<file path="src/rtl/ifu_pkg.sv">
// Shared types and constants for the instruction fetch unit.
package ifu_pkg;

  typedef enum logic {
    RUN  = 1'b0,
    MISS = 1'b1
  } ifu_state_t;

  typedef struct packed {
    logic [31:0] pc;
    logic [31:0] instr;
  } fetch_entry_t;

  localparam logic [31:0] IFU_PC_STEP = 32'd4;

endpackage

</file>
<file path="src/rtl/ifu_fifo.sv">
// Prefetch buffer of fetch_entry_t; flush empties it and wins over push/pop.
module ifu_fifo
  import ifu_pkg::*;
#(
  parameter int DEPTH = 4
) (
  input  logic                       clk,
  input  logic                       rst_n,
  input  logic                       push_i,
  input  fetch_entry_t               push_data_i,
  input  logic                       pop_i,
  input  logic                       flush_i,
  output logic [$clog2(DEPTH):0]     count_o,
  output logic                       empty_o,
  output fetch_entry_t               head_o
);

  localparam int AW = $clog2(DEPTH);
  localparam int CW = AW + 1;

  logic [AW-1:0] wr_ptr_q, wr_ptr_d;
  logic [AW-1:0] rd_ptr_q, rd_ptr_d;
  logic [CW-1:0] count_q, count_d;
  fetch_entry_t  mem_q [DEPTH];
  logic          full;

  assign full    = (count_q == CW'(DEPTH));
  assign empty_o = (count_q == '0);
  assign count_o = count_q;
  assign head_o  = mem_q[rd_ptr_q];

  // Pointers are power-of-two wide, so they wrap modulo DEPTH on their own.
  always_comb begin
    wr_ptr_d = wr_ptr_q;
    rd_ptr_d = rd_ptr_q;
    count_d  = count_q;
    if (flush_i) begin
      wr_ptr_d = '0;
      rd_ptr_d = '0;
      count_d  = '0;
    end else begin
      if (push_i) wr_ptr_d = wr_ptr_q + 1'b1;
      if (pop_i)  rd_ptr_d = rd_ptr_q + 1'b1;
      count_d = count_q + CW'(push_i) - CW'(pop_i);
    end
  end

  always_ff @(posedge clk) begin
    if (!rst_n) begin
      wr_ptr_q <= '0;
      rd_ptr_q <= '0;
      count_q  <= '0;
    end else begin
      wr_ptr_q <= wr_ptr_d;
      rd_ptr_q <= rd_ptr_d;
      count_q  <= count_d;
    end
  end

  always_ff @(posedge clk) begin
    if (push_i && !flush_i) mem_q[wr_ptr_q] <= push_data_i;
  end

  a_no_overflow: assert property (@(posedge clk) disable iff (!rst_n) !(push_i && full));

endmodule

</file>
<file path="src/rtl/instr_fetch_unit.sv">
// Fetch stage: PC, cache lookup, miss stall, prefetch FIFO to decode.
// Optional performance counters enabled by macro IFU_PERF_CNT_EN.
module instr_fetch_unit
  import ifu_pkg::*;
#(
  parameter logic [31:0] RESET_PC     = 32'h0000_0000,
  parameter int          MISS_PENALTY = 4,
  parameter int          FIFO_DEPTH   = 4
) (
  input  logic        clk,
  input  logic        rst_n,
  output logic [31:0] ic_addr,
  input  logic [31:0] ic_data,
  input  logic        ic_hit,
  input  logic        redirect_valid,
  input  logic [31:0] redirect_pc,
  output logic        id_valid,
  input  logic        id_ready,
  output logic [31:0] id_instr,
  output logic [31:0] id_pc
`ifdef IFU_PERF_CNT_EN
  ,
  output logic [31:0] hit_cnt,
  output logic [31:0] miss_cnt_total
`endif
);

  localparam int CW = $clog2(FIFO_DEPTH) + 1;

  logic [31:0]  pc_q, pc_d;
  logic         req_valid_q, req_valid_d;
  logic [31:0]  req_pc_q, req_pc_d;
  ifu_state_t   state_q, state_d;
  logic [3:0]   miss_cnt_q, miss_cnt_d;
  logic [31:0]  miss_data_q, miss_data_d;

  logic         push, pop, flush;
  fetch_entry_t push_entry, head;
  logic [CW-1:0] fifo_count, inflight;
  logic         fifo_empty, credit_ok;

  // The outstanding lookup counts against FIFO space so a push never finds it full.
  assign inflight  = fifo_count + CW'(req_valid_q);
  assign credit_ok = (inflight < CW'(FIFO_DEPTH));

  always_comb begin
    pc_d        = pc_q;
    req_valid_d = 1'b0;
    req_pc_d    = req_pc_q;
    state_d     = state_q;
    miss_cnt_d  = miss_cnt_q;
    miss_data_d = miss_data_q;
    push        = 1'b0;
    push_entry  = '{pc: req_pc_q, instr: ic_data};
    case (state_q)
      RUN: begin
        if (req_valid_q && !ic_hit) begin
          miss_data_d = ic_data;
          miss_cnt_d  = 4'(MISS_PENALTY - 1);
          pc_d        = req_pc_q + IFU_PC_STEP;
          state_d     = MISS;
        end else begin
          push = req_valid_q;
          if (credit_ok) begin
            req_pc_d    = pc_q;
            req_valid_d = 1'b1;
            pc_d        = pc_q + IFU_PC_STEP;
          end
        end
      end
      MISS: begin
        miss_cnt_d = miss_cnt_q - 4'd1;
        if (miss_cnt_q == 4'd0) begin
          push             = 1'b1;
          push_entry.instr = miss_data_q;
          miss_cnt_d       = 4'd0;
          state_d          = RUN;
        end
      end
      default: state_d = RUN;
    endcase
    if (redirect_valid) begin
      pc_d        = redirect_pc;
      req_valid_d = 1'b0;
      state_d     = RUN;
      miss_cnt_d  = 4'd0;
      push        = 1'b0;
    end
  end

  always_ff @(posedge clk) begin
    if (!rst_n) begin
      pc_q        <= RESET_PC;
      req_valid_q <= 1'b0;
      state_q     <= RUN;
      miss_cnt_q  <= 4'd0;
    end else begin
      pc_q        <= pc_d;
      req_valid_q <= req_valid_d;
      state_q     <= state_d;
      miss_cnt_q  <= miss_cnt_d;
    end
  end

  always_ff @(posedge clk) begin
    req_pc_q    <= req_pc_d;
    miss_data_q <= miss_data_d;
  end

  assign flush = redirect_valid;
  assign pop   = id_valid && id_ready && !redirect_valid;

  ifu_fifo #(.DEPTH(FIFO_DEPTH)) u_fifo (
    .clk         (clk),
    .rst_n       (rst_n),
    .push_i      (push),
    .push_data_i (push_entry),
    .pop_i       (pop),
    .flush_i     (flush),
    .count_o     (fifo_count),
    .empty_o     (fifo_empty),
    .head_o      (head)
  );

  assign ic_addr  = pc_q;
  assign id_valid = !fifo_empty;
  assign id_instr = id_valid ? head.instr : 32'h0;
  assign id_pc    = id_valid ? head.pc    : 32'h0;

`ifdef IFU_PERF_CNT_EN
  logic [31:0] hit_cnt_q, miss_tot_q;

  // Squashed responses still count: the cache did the lookup.
  always_ff @(posedge clk) begin
    if (!rst_n) begin
      hit_cnt_q  <= 32'h0;
      miss_tot_q <= 32'h0;
    end else if (state_q == RUN && req_valid_q) begin
      if (ic_hit) hit_cnt_q  <= hit_cnt_q + 32'd1;
      else        miss_tot_q <= miss_tot_q + 32'd1;
    end
  end

  assign hit_cnt        = hit_cnt_q;
  assign miss_cnt_total = miss_tot_q;
`endif

endmodule

</file>
<file path="config.mk">
export PLATFORM = sky130hd
export DESIGN_NAME = instr_fetch_unit
export DESIGN_NICKNAME = d
export VERILOG_FILES = /design/src/rtl/ifu_pkg.sv /design/src/rtl/ifu_fifo.sv /design/src/rtl/instr_fetch_unit.sv
export SDC_FILE = /design/constraint.sdc
export NUM_CORES = 1
export LEC_CHECK = 0
export BUFFER_PORTS_ARGS = -buffer_cell sky130_fd_sc_hd__buf_2
export CELL_PAD_IN_SITES_DETAIL_PLACEMENT = 0
export CELL_PAD_IN_SITES_GLOBAL_PLACEMENT = 2
export CORE_UTILIZATION = 35
export DETAILED_ROUTE_END_ITERATION = 6
export PLACE_DENSITY = 0.71
export SETUP_SLACK_MARGIN = 0.02
export SLEW_MARGIN = 10
export SYNTH_ARGS = -nofsm -noshare
export SYNTH_HDL_FRONTEND = slang
export SYNTH_SLANG_ARGS = --single-unit
</file>
<file path="constraint.sdc">
create_clock -name clk -period 7.6 [get_ports clk]
set_clock_uncertainty 0.05 [all_clocks]
set_input_delay 0 -clock clk [delete_from_list [all_inputs] [get_ports clk]]
set_output_delay 0 -clock clk [all_outputs]
set_load 0.01 [all_outputs]
</file>
==> results of run 1 <==
==> placed cells by master (no fill, tap or decap), drive strengths merged, types with 4 or more instances in the layout <==
master	Yosys	layout
a2111oi	5	5
a211oi	4	4
a21boi	4	4
a21oi	21	21
a31oi	13	13
and2	74	74
and3	8	8
buf	17	180
bufinv	0	4
clkbuf	37	49
clkinv	1	13
dfxtp	47	47
dlygate4sd3	0	89
edfxtp	320	320
ha	7	7
inv	11	12
mux2	36	36
mux2i	28	28
mux4	64	64
nand2	102	102
nand2b	4	4
nand3	25	25
nand4	7	7
nor2	39	39
nor2b	7	7
nor3	10	10
o2111ai	8	8
o21ai	39	39
or3	5	5
xnor2	10	10
xor2	6	6
==> power by group <==
group	total, W	switching [W]	internal, W	leakage [nW]
logic	0.000257	0.000138	0.000119	2.85
registers	0.00234	0.0000736	0.00226	3.37
clock network	0.00188	0.000755	0.00112	0.612
==> layer usage <==
layer | up-vias | routed length (um) | track usage, %
li1 | 4430 | - | -
met1 | 4828 | 18600 | 24.2
met5 | - | 0 | 0
met4 | 0 | 880 | 5.07
met3 | 61 | 1830 | 3.50
met2 | 248 | 18300 | 27.7
==> flip-flops by register name, summed over array words and instances, names as in the netlist, named ones only <==
name	flops
req_valid_q	1
u_fifo.rd_ptr_q	2
miss_cnt_q	4
miss_data_q	32
req_pc_q	32
u_fifo.wr_ptr_q	2
state_q	1
ic_addr	32
u_fifo.count_o	3
u_fifo.mem_q	256
==> kinds of logic after synthesis <==
| logic type | share of synthesized area (%) |
|---|---|
| muxes | 14.0 |
| AOI/OAI and AO/OA | 5.64 |
| xor gates and xnor gates | 0.888 |
| adders and majority gates | 0.682 |
| and+or+nand+nor | 10.1 |
| buffers and inverters | 1.86 |
| DFF | 66.8 |
==> metrics by stage <==
stage               instance area, um2  util (%)  setup WS [ns]
floorplan                        15800         -           4.30
global placement                 17300      38.9           4.19
detailed placement               17300      38.9           4.11
CTS                              19400      43.8           3.51
global route                     19400      43.8           3.24
finish                           19400      43.8           3.57
==> worst max-delay path, cell delays in order (launching register included) <==
cell and delay [ns]:
dfxtp_1 0.55, nor2b_4 0.36, buf_4 0.45, nand2_1 0.58, inv_2 0.38, buf_4 0.51
nand2_1 0.11, a21oi_1 0.14, a21oi_1 0.06, nor2b_1 0.15, dlygate4sd3_1 0.55
==> layout make-up <==
class                   instances  area (um2)
fillers                      4048       24900
flip-flops and latches        367       10600
multi-input cells             575        4970
repair buffers                269        1830
clock buffers                  49        1070
well taps                     592         741
clock inverters                18         184
inverters                      12        45.0
==> worst max-delay path by stage <==
stage / slack (ns) / start / end / cells after the start
CTS: 3.51 / req_valid_q / ic_addr[0] / 10
floorplan: 4.30 / miss_cnt_q[0] / u_fifo.mem_q[0][0] / 6
detailed placement: 4.11 / req_valid_q / ic_addr[1] / 9
global placement: 4.19 / req_valid_q / ic_addr[0] / 9
global route: 3.24 / req_valid_q / ic_addr[0] / 10
finish: 3.57 / req_valid_q / ic_addr[0] / 10
==> results.py, run 1 <==
metrics = {
    "synthesis": {
        "synth_edf_count": 320,
        "synthCells": 1008,
        "synth_commonest_cells": "edfxtp_1 (320), nand2_1 (101), and2_1 (74), mux4_2 (64), dfxtp_1 (47)",
        "ys.flop_type": "edfxtp_1",
        "synth_most_common_cell": "edfxtp_1",
        "yosysTopAreaCell": "edfxtp_1",
        "postSynthRegisterBits": 367,
        "synth_warnings": 0,
        "avgSynthCellArea_um2": 15.7,
        "synth_nets": 1085,
        "synth_cell_types": 81,
        "yosysTopAreaCellShare_pct": 60.9,
        "synthTopCellsByArea": "edfxtp_1 (61%), mux4_2 (9.1%), dfxtp_1 (6.0%)",
        "syn-cell-area_um2": 15800,
        "yosysSeqAreaShare_pct": 66.8,
        "ys_async_sr_fraction_pct": 0,
    },
    "sta": {
        "hold_ws_ns": 0.0397,
        "slew_viol_final": 0,
        "tns_ns": 0,
        "fin_crit_ns": 4.03,
        "finalHoldViolCount": 0,
        "max_freq_ghz": 0.248,
        "rsz0062_at_grt": "no",
        "max-slew-margin-rel_pct": 36.6,
        "fin_crit_sh_pct": 53.0,
        "setup_violations": 0,
        "worst_pin_slew_ns": 0.951,
    },
    "placed_design": {
        "gp_congestion": 0.762,
        "dp.cells": 1726,
        "hpwl_um": 24400,
        "port_buffers": 165,
    },
    "cts": {
        "post_cts_buffers": 0,
        "cts-root-buf": "clkbuf_16",
        "cts_tree": "yes",
        "cts_sinks": 367,
        "clock_latency_ns": 0.54,
        "hold_buffers": 89,
        "cts_resized": 0,
        "h-tree-depth": 2,
        "clockBufferDepth": 3,
        "cts_buffers": 40,
        "path_clk_slew_ns": 0.06,
    },
    "status": {
        "run_status": "complete, no violations",
    },
    "drt": {
        "wl_um": 39600,
        "viasPerCell": 5.08,
        "drc": 0,
        "avgRoutedWirePerCell_um": 21.1,
        "drt-initial-drc-count": 644,
        "ant_nets": 0,
        "route.vias.total": 9567,
        "dr.pass1.iters": 5,
    },
    "setup_path": {
        "r2r_start": "req_valid_q",
        "ff2ff_path_depth": 10,
        "rrSetupSlack_ns": 3.57,
        "path_max_fanout": 34,
        "critical_path_arrival_ns": 4.46,
        "cp-end-kind": "flip-flop",
        "cp.required_ns": 8.03,
        "critical_path_class": "flip-flop to flip-flop",
        "r2r-end": "ic_addr[0]",
        "startpoint_type": "flip-flop",
    },
    "layout": {
        "diodes": 0,
        "final_cells": 1882,
        "drive_gt1_share_pct": 28.7,
        "finalNetCount": 1342,
        "area_growth_pct": 22.9,
    },
    "floorplanning": {
        "num_io_pins": 166,
        "die_h_um": 214,
        "start_util_pct": 35.6,
        "num_rows": 77,
        "die-area_um2": 45900,
        "die_x_um": 214,
        "fp.coreArea_um2": 44300,
    },
    "worst_hold_path": {
        "worstHoldStart": "rst_n",
        "hold_end": "ic_addr[15]",
        "hold_path_class": "primary input to flip-flop",
        "holdPathStages": 4,
    },
    "grt": {
        "grt_antenna_before_repair": 1,
        "first_global_vias": 9756,
        "grt_pass1_wl_um": 60700,
        "grt_overflow": 0,
        "grt_max_degree": 66,
        "grt_usage_pct": 17.4,
    },
    "job": {
        "max_cap_violations": 0,
    },
    "power": {
        "p_leak_nw": 6.83,
        "power_density_nw_per_um2": 231,
        "power.total_w": 0.00447,
        "peakVddDrop_mv": 0.113,
    },
}
(Power assumes the default switching activity.)
==> run 2, diff against run 1 <==
--- a/config.mk
+++ b/config.mk
@@ -10,7 +10,7 @@
 export CELL_PAD_IN_SITES_GLOBAL_PLACEMENT = 2
 export CORE_UTILIZATION = 35
 export DETAILED_ROUTE_END_ITERATION = 6
-export PLACE_DENSITY = 0.71
+export PLACE_DENSITY = 0.74
 export SETUP_SLACK_MARGIN = 0.02
 export SLEW_MARGIN = 10
 export SYNTH_ARGS = -nofsm -noshare
==> constraint.sdc (replaced) <==
create_clock -name clk -period 3.7 [get_ports clk]
set_clock_uncertainty 0.05 [all_clocks]
set_input_delay 0 -clock clk [delete_from_list [all_inputs] [get_ports clk]]
set_output_delay 0 -clock clk [all_outputs]
set_load 0.01 [all_outputs]
==> run 2 against run 1 <==
Non-clock buffer count increased by 15. Via count increased by 0.85%. Global-route usage decreased by 0.25 points. Die area unchanged. Critical path depth decreased by 3. First-iteration DRC count decreased by 4.7%. Total power increased by 120%. Sequential cell count unchanged. Setup slack got worse by 3.1 ns. Register-to-register slack got worse by 3.1 ns. Routed wire length decreased by 1.1%. Sequential share of layout area decreased by 1.1 points. Largest cell class unchanged.
==> results.py, run 2 (synthesized netlist as in run 1, its figures left out) <==
metrics = {
    "floorplanning": {
        "fp.coreArea_um2": 44300,
        "start_util_pct": 35.6,
        "num_rows": 77,
        "die_x_um": 214,
        "die_h_um": 214,
        "num_io_pins": 166,
        "die-area_um2": 45900,
    },
    "power": {
        "p_leak_nw": 7.01,
        "peakVddDrop_mv": 0.262,
        "pwr-share-clk_pct": 44.8,
        "power.internal_w": 0.00758,
        "p_sw_share_pct": 21.5,
        "p_seq_share_pct": 49.6,
        "power_density_nw_per_um2": 488,
        "comb_power_share_pct": 5.6,
        "p_switching_w": 0.00208,
    },
    "layout": {
        "seq_area_um2": 10600,
        "fin_util_pct": 44.7,
        "top_register": "u_fifo.mem_q",
        "area_growth_pct": 25.4,
        "multiInputGateArea_um2": 4970,
        "finalNetCount": 1359,
        "final_common_cell": "edfxtp_1",
        "final_cell_mix": "edfxtp_1 (320), buf_2 (165), nand2_1 (101)",
        "diodes": 0,
        "largest_reg_flops": 256,
        "fillerInstances": 4023,
        "drive_gt1_share_pct": 29.8,
    },
    "cts": {
        "clock_latency_ns": 0.55,
        "h-tree-depth": 2,
        "path_clk_slew_ns": 0.06,
        "cts-root-buf": "clkbuf_16",
        "cts_tree": "yes",
        "post_cts_buffers": 0,
        "clockBufferDepth": 3,
        "cts_buffers": 42,
        "cts_sinks": 367,
    },
    "grt": {
        "grt_antenna_before_repair": 0,
        "first_global_vias": 9757,
        "grt_overflow": 0,
        "grt_pass1_wl_um": 59800,
        "grt_usage_pct": 17.2,
        "grt_max_degree": 66,
    },
    "drt": {
        "avgRoutedWirePerCell_um": 20.6,
        "route.vias.total": 9648,
        "viasPerCell": 5.06,
        "wl_um": 39200,
        "drt-initial-drc-count": 614,
        "drc": 0,
        "dr.pass1.iters": 5,
        "ant_nets": 0,
    },
    "job": {
        "max_cap_violations": 0,
    },
    "sta": {
        "worst_pin_slew_ns": 1.08,
        "rsz0062_at_grt": "no",
        "fin_crit_ns": 3.18,
        "tns_ns": 0,
        "max-slew-margin-rel_pct": 28.2,
        "slew_viol_final": 0,
        "finalHoldViolCount": 0,
        "max_freq_ghz": 0.314,
        "fin_crit_sh_pct": 86.0,
        "setup_violations": 0,
    },
    "placed_design": {
        "port_buffers": 165,
        "hpwl_um": 24700,
        "gp_congestion": 0.774,
    },
    "setup_path": {
        "path_max_fanout": 23,
        "cp-end-kind": "flip-flop",
        "crit_chain": "a21bo_1 -> a21boi_0 -> or3_1 -> a2111oi_0 -> o41ai_1 -> and2_1 -> dlygate4sd3_1",
        "startpoint_type": "flip-flop",
        "critical_path_arrival_ns": 3.63,
        "cp.required_ns": 4.15,
        "slowest_delay_ns": 0.88,
        "cp.buffers_inverters": 1,
        "cpMaxStageDelayCell": "or3_1",
        "critPathTopFamily": "compound AO/OA/AOI/OAI gates",
        "critical_path_class": "flip-flop to flip-flop",
    },
    "worst_hold_path": {
        "hold_path_class": "primary input to flip-flop",
    },
    "status": {
        "run_status": "complete, no violations",
    },
}
[run 2: changes by cell type in the layout (fill, tap and decap cells not counted), sizes merged]
cell and delta:
dlygate4sd3 +3, bufinv +4, buf +12, clkinvlp +1
clkinv +2, inv +2
[run 2: metrics by stage]
step                      std cells  setup WS (ns)  hold slack (ns)  power (W)  instance area (um2)
after floorplan                1008          0.405           0.0489    0.00510                15800
after global placement         1738          0.889            0.142    0.00534                17400
after detailed placement       1738          0.852            0.142    0.00535                17400
after CTS                      1906          0.534          0.00587    0.00979                19800
after global routing           1906          0.255           0.0768    0.00999                19800
final                          1906          0.518           0.0394    0.00966                19800
[run 2: what timing repair did]
action	4_1_cts	5_1_grt
hold buffers	92	0
gates resized for setup	0	0
hold endpoints to repair	196	0
[run 2: worst paths after layout]
check	endpoint	start	cells past startpoint	slack, ns
min reg2reg	req_pc_q[0]	ic_addr[0]	0	0.41
max	ic_addr[6]	u_fifo.count_o[1]	7	0.52
max reg2reg	ic_addr[6]	u_fifo.count_o[1]	7	0.52
min	ic_addr[12]	redirect_valid	3	0.04
[run 2: power groups by stage]
| stage | combinational (W) | clock [W] | sequential (W) |
|---|---|---|---|
| floorplan | 0.000268 | 0 | 0.00483 |
| global placement | 0.000468 | 0 | 0.00487 |
| detailed placement | 0.000472 | 0 | 0.00488 |
| CTS | 0.000550 | 0.00445 | 0.00479 |
| global route | 0.000593 | 0.00460 | 0.00480 |
| finish | 0.000541 | 0.00433 | 0.00479 |
[run 2: area by class of cell]
type	count	share of cell area [%]
multi-input combinational	575	25.1
tap	592	3.74
inverter	12	0.228
clock inverter	27	1.73
sequential	367	53.3
clock buffer	49	5.55
timing repair buffer	284	10.3
[run 2: worst reg2reg max path, stage by stage (launching register included)]
cell and delay (ns):
dfxtp_1 0.36, a21bo_1 0.21, a21boi_0 0.26, or3_1 0.88, a2111oi_0 0.27, o41ai_1 0.40, and2_1 0.17, dlygate4sd3_1 0.53
[run 2: routing by layer]
metal  vias up  track usage [%]  wire (um)
li1       4459                -          -
met1      4901             23.8      18100
met2       239             27.9      18700
met3        49             2.94       1750
met4         0             4.93        697
met5         -                0          0
==> run 3, diff against run 2 <==
--- a/config.mk
+++ b/config.mk
@@ -10,7 +10,7 @@
 export CELL_PAD_IN_SITES_GLOBAL_PLACEMENT = 2
 export CORE_UTILIZATION = 35
 export DETAILED_ROUTE_END_ITERATION = 6
-export PLACE_DENSITY = 0.74
+export PLACE_DENSITY = 0.71
 export SETUP_SLACK_MARGIN = 0.02
 export SLEW_MARGIN = 10
 export SYNTH_ARGS = -nofsm -noshare
==> constraint.sdc (replaced) <==
create_clock -name clk -period 3.6 [get_ports clk]
set_clock_uncertainty 0.05 [all_clocks]
set_input_delay 0 -clock clk [delete_from_list [all_inputs] [get_ports clk]]
set_output_delay 0 -clock clk [all_outputs]
set_load 0.01 [all_outputs]
==> run 3 against run 2 <==
Maximum frequency increased by 0.78%. Non-clock buffer count grew 4. Utilization is 0.27 points lower. Routed wire length up 2.2%. Total power shrank 1.5%. Setup slack worse by 0.075 ns. Largest cell class unchanged. Highest routed layer unchanged.
==> results.py, run 3 (synthesized netlist as in run 1, its figures left out) <==
metrics = {
    "placed_design": {
        "hpwl_um": 25300,
        "port_buffers": 165,
        "gp_congestion": 0.770,
        "placed_cell_area_um2": 17500,
        "dp.cells": 1743,
        "dp_slack_ns": 0.730,
    },
    "layout": {
        "drive_gt1_share_pct": 30.1,
        "fillerInstances": 4052,
        "area_growth_pct": 24.7,
        "final_common_cell": "edfxtp_1",
        "final_cell_mix": "edfxtp_1 (320), buf_2 (165), nand2_1 (101)",
        "finalNetCount": 1363,
        "top_register": "u_fifo.mem_q",
        "diodes": 0,
        "final_cells": 1912,
        "fin_util_pct": 44.4,
        "largest_reg_flops": 256,
        "final_cell_area_um2": 19700,
    },
    "drt": {
        "routed-wl-met3_um": 1930,
        "wl_met2_um": 18900,
        "wl_um": 40100,
        "wl_met1_um": 18600,
        "ant_nets": 0,
        "dr.pass1.iters": 5,
        "drc": 0,
        "route.vias.total": 9689,
        "routed.top_layer": "met4",
        "drt-initial-drc-count": 610,
        "viasPerCell": 5.07,
        "avgRoutedWirePerCell_um": 21.0,
    },
    "floorplanning": {
        "start_util_pct": 35.6,
        "fp.coreArea_um2": 44300,
        "die_x_um": 214,
        "die-area_um2": 45900,
        "num_io_pins": 166,
        "num_rows": 77,
        "die_h_um": 214,
    },
    "sta": {
        "setup_ws_ns": 0.442,
        "fin_crit_sh_pct": 87.7,
        "max-slew-margin-rel_pct": 28.6,
        "slew_viol_final": 0,
        "setup_violations": 0,
        "tns_ns": 0,
        "finalHoldViolCount": 0,
        "worst_pin_slew_ns": 1.07,
        "fin_crit_ns": 3.16,
        "max_freq_ghz": 0.317,
        "rsz0062_at_grt": "no",
    },
    "power": {
        "power_density_nw_per_um2": 484,
        "p_leak_nw": 6.96,
        "peakVddDrop_mv": 0.254,
    },
    "grt": {
        "grt_antenna_before_repair": 0,
        "grt_usage_pct": 17.6,
        "first_global_vias": 9914,
        "grt_pass1_wl_um": 60900,
        "grt_max_degree": 66,
        "grt_overflow": 0,
    },
    "cts": {
        "cts_sinks": 367,
        "post_cts_buffers": 0,
        "cts_tree": "yes",
        "h-tree-depth": 2,
        "cts_resized": 0,
        "hold_buffers": 91,
        "path_clk_slew_ns": 0.06,
        "cts_buffers": 42,
        "clock_latency_ns": 0.57,
        "cts-root-buf": "clkbuf_16",
        "clockBufferDepth": 3,
    },
    "setup_path": {
        "critical_path_class": "flip-flop to flip-flop",
        "critical_path_arrival_ns": 3.56,
        "cpMaxStageDelayCell": "dlygate4sd3_1",
        "critPathTopFamily": "simple AND/OR/NAND/NOR gates",
        "cp.required_ns": 4.00,
        "startpoint_type": "flip-flop",
        "crit_chain": "nor2b_4 -> mux2_4 -> ha_1 -> nand3_1 -> nor3_1 -> o21ai_1 -> buf_4 -> nor3b_1 -> a21oi_1 -> o221ai_1 -> a21boi_0 -> dlygate4sd3_1",
        "cp-end-kind": "flip-flop",
        "slowest_delay_ns": 0.55,
        "cp.buffers_inverters": 2,
        "path_max_fanout": 11,
    },
    "job": {
        "max_cap_violations": 0,
    },
    "status": {
        "run_status": "complete, no violations",
    },
    "worst_hold_path": {
        "hold_path_class": "primary input to flip-flop",
    },
}
run 3: layout make-up:
class	count	area [um2]	area share (%)
inverters	12	45.0	0.229
multi-input cells	575	4970	25.3
flip-flops and latches	367	10600	53.7
repair buffers	288	2060	10.5
well taps	592	741	3.76
clock buffers	50	1080	5.49
clock inverters	28	214	1.09
run 3: final timing paths:
check | start | to | slack (ns) | depth (start not counted)
setup / recovery | req_valid_q | ic_addr[10] | 0.44 | 12
hold / removal | rst_n | ic_addr[23] | 0.05 | 4
setup reg to reg | req_valid_q | ic_addr[10] | 0.44 | 12
hold reg to reg | ic_addr[0] | req_pc_q[0] | 0.42 | 0
run 3: power breakdown:
group	internal [W]	total (W)	switching (W)	leakage, nW
registers	0.00477	0.00492	0.000147	3.37
logic	0.000261	0.000560	0.000298	2.97
clock network	0.00230	0.00404	0.00173	0.630
run 3: tightest hold or removal path, stage by stage:
cell	delay, ns
buf_2	0.10
buf_4	0.24
nand3_1	0.19
o21ai_1	0.08
run 3: metal layers:
| metal | vias up | track usage, % |
|---|---|---|
| met5 | - | 0 |
| met4 | 0 | 4.71 |
| met3 | 40 | 3.36 |
| met2 | 237 | 28.4 |
| met1 | 4939 | 24.3 |
| li1 | 4473 | - |
run 3: through the flow:
| stage | power, W | hold slack (ns) |
|---|---|---|
| 2_1_floorplan | 0.00524 | 0.0489 |
| 3_3_place_gp | 0.00549 | 0.141 |
| 3_5_place_dp | 0.00550 | 0.142 |
| 4_1_cts | 0.00965 | 0.0182 |
| 5_1_grt | 0.00988 | 0.0660 |
| 6_report | 0.00952 | 0.0487 |
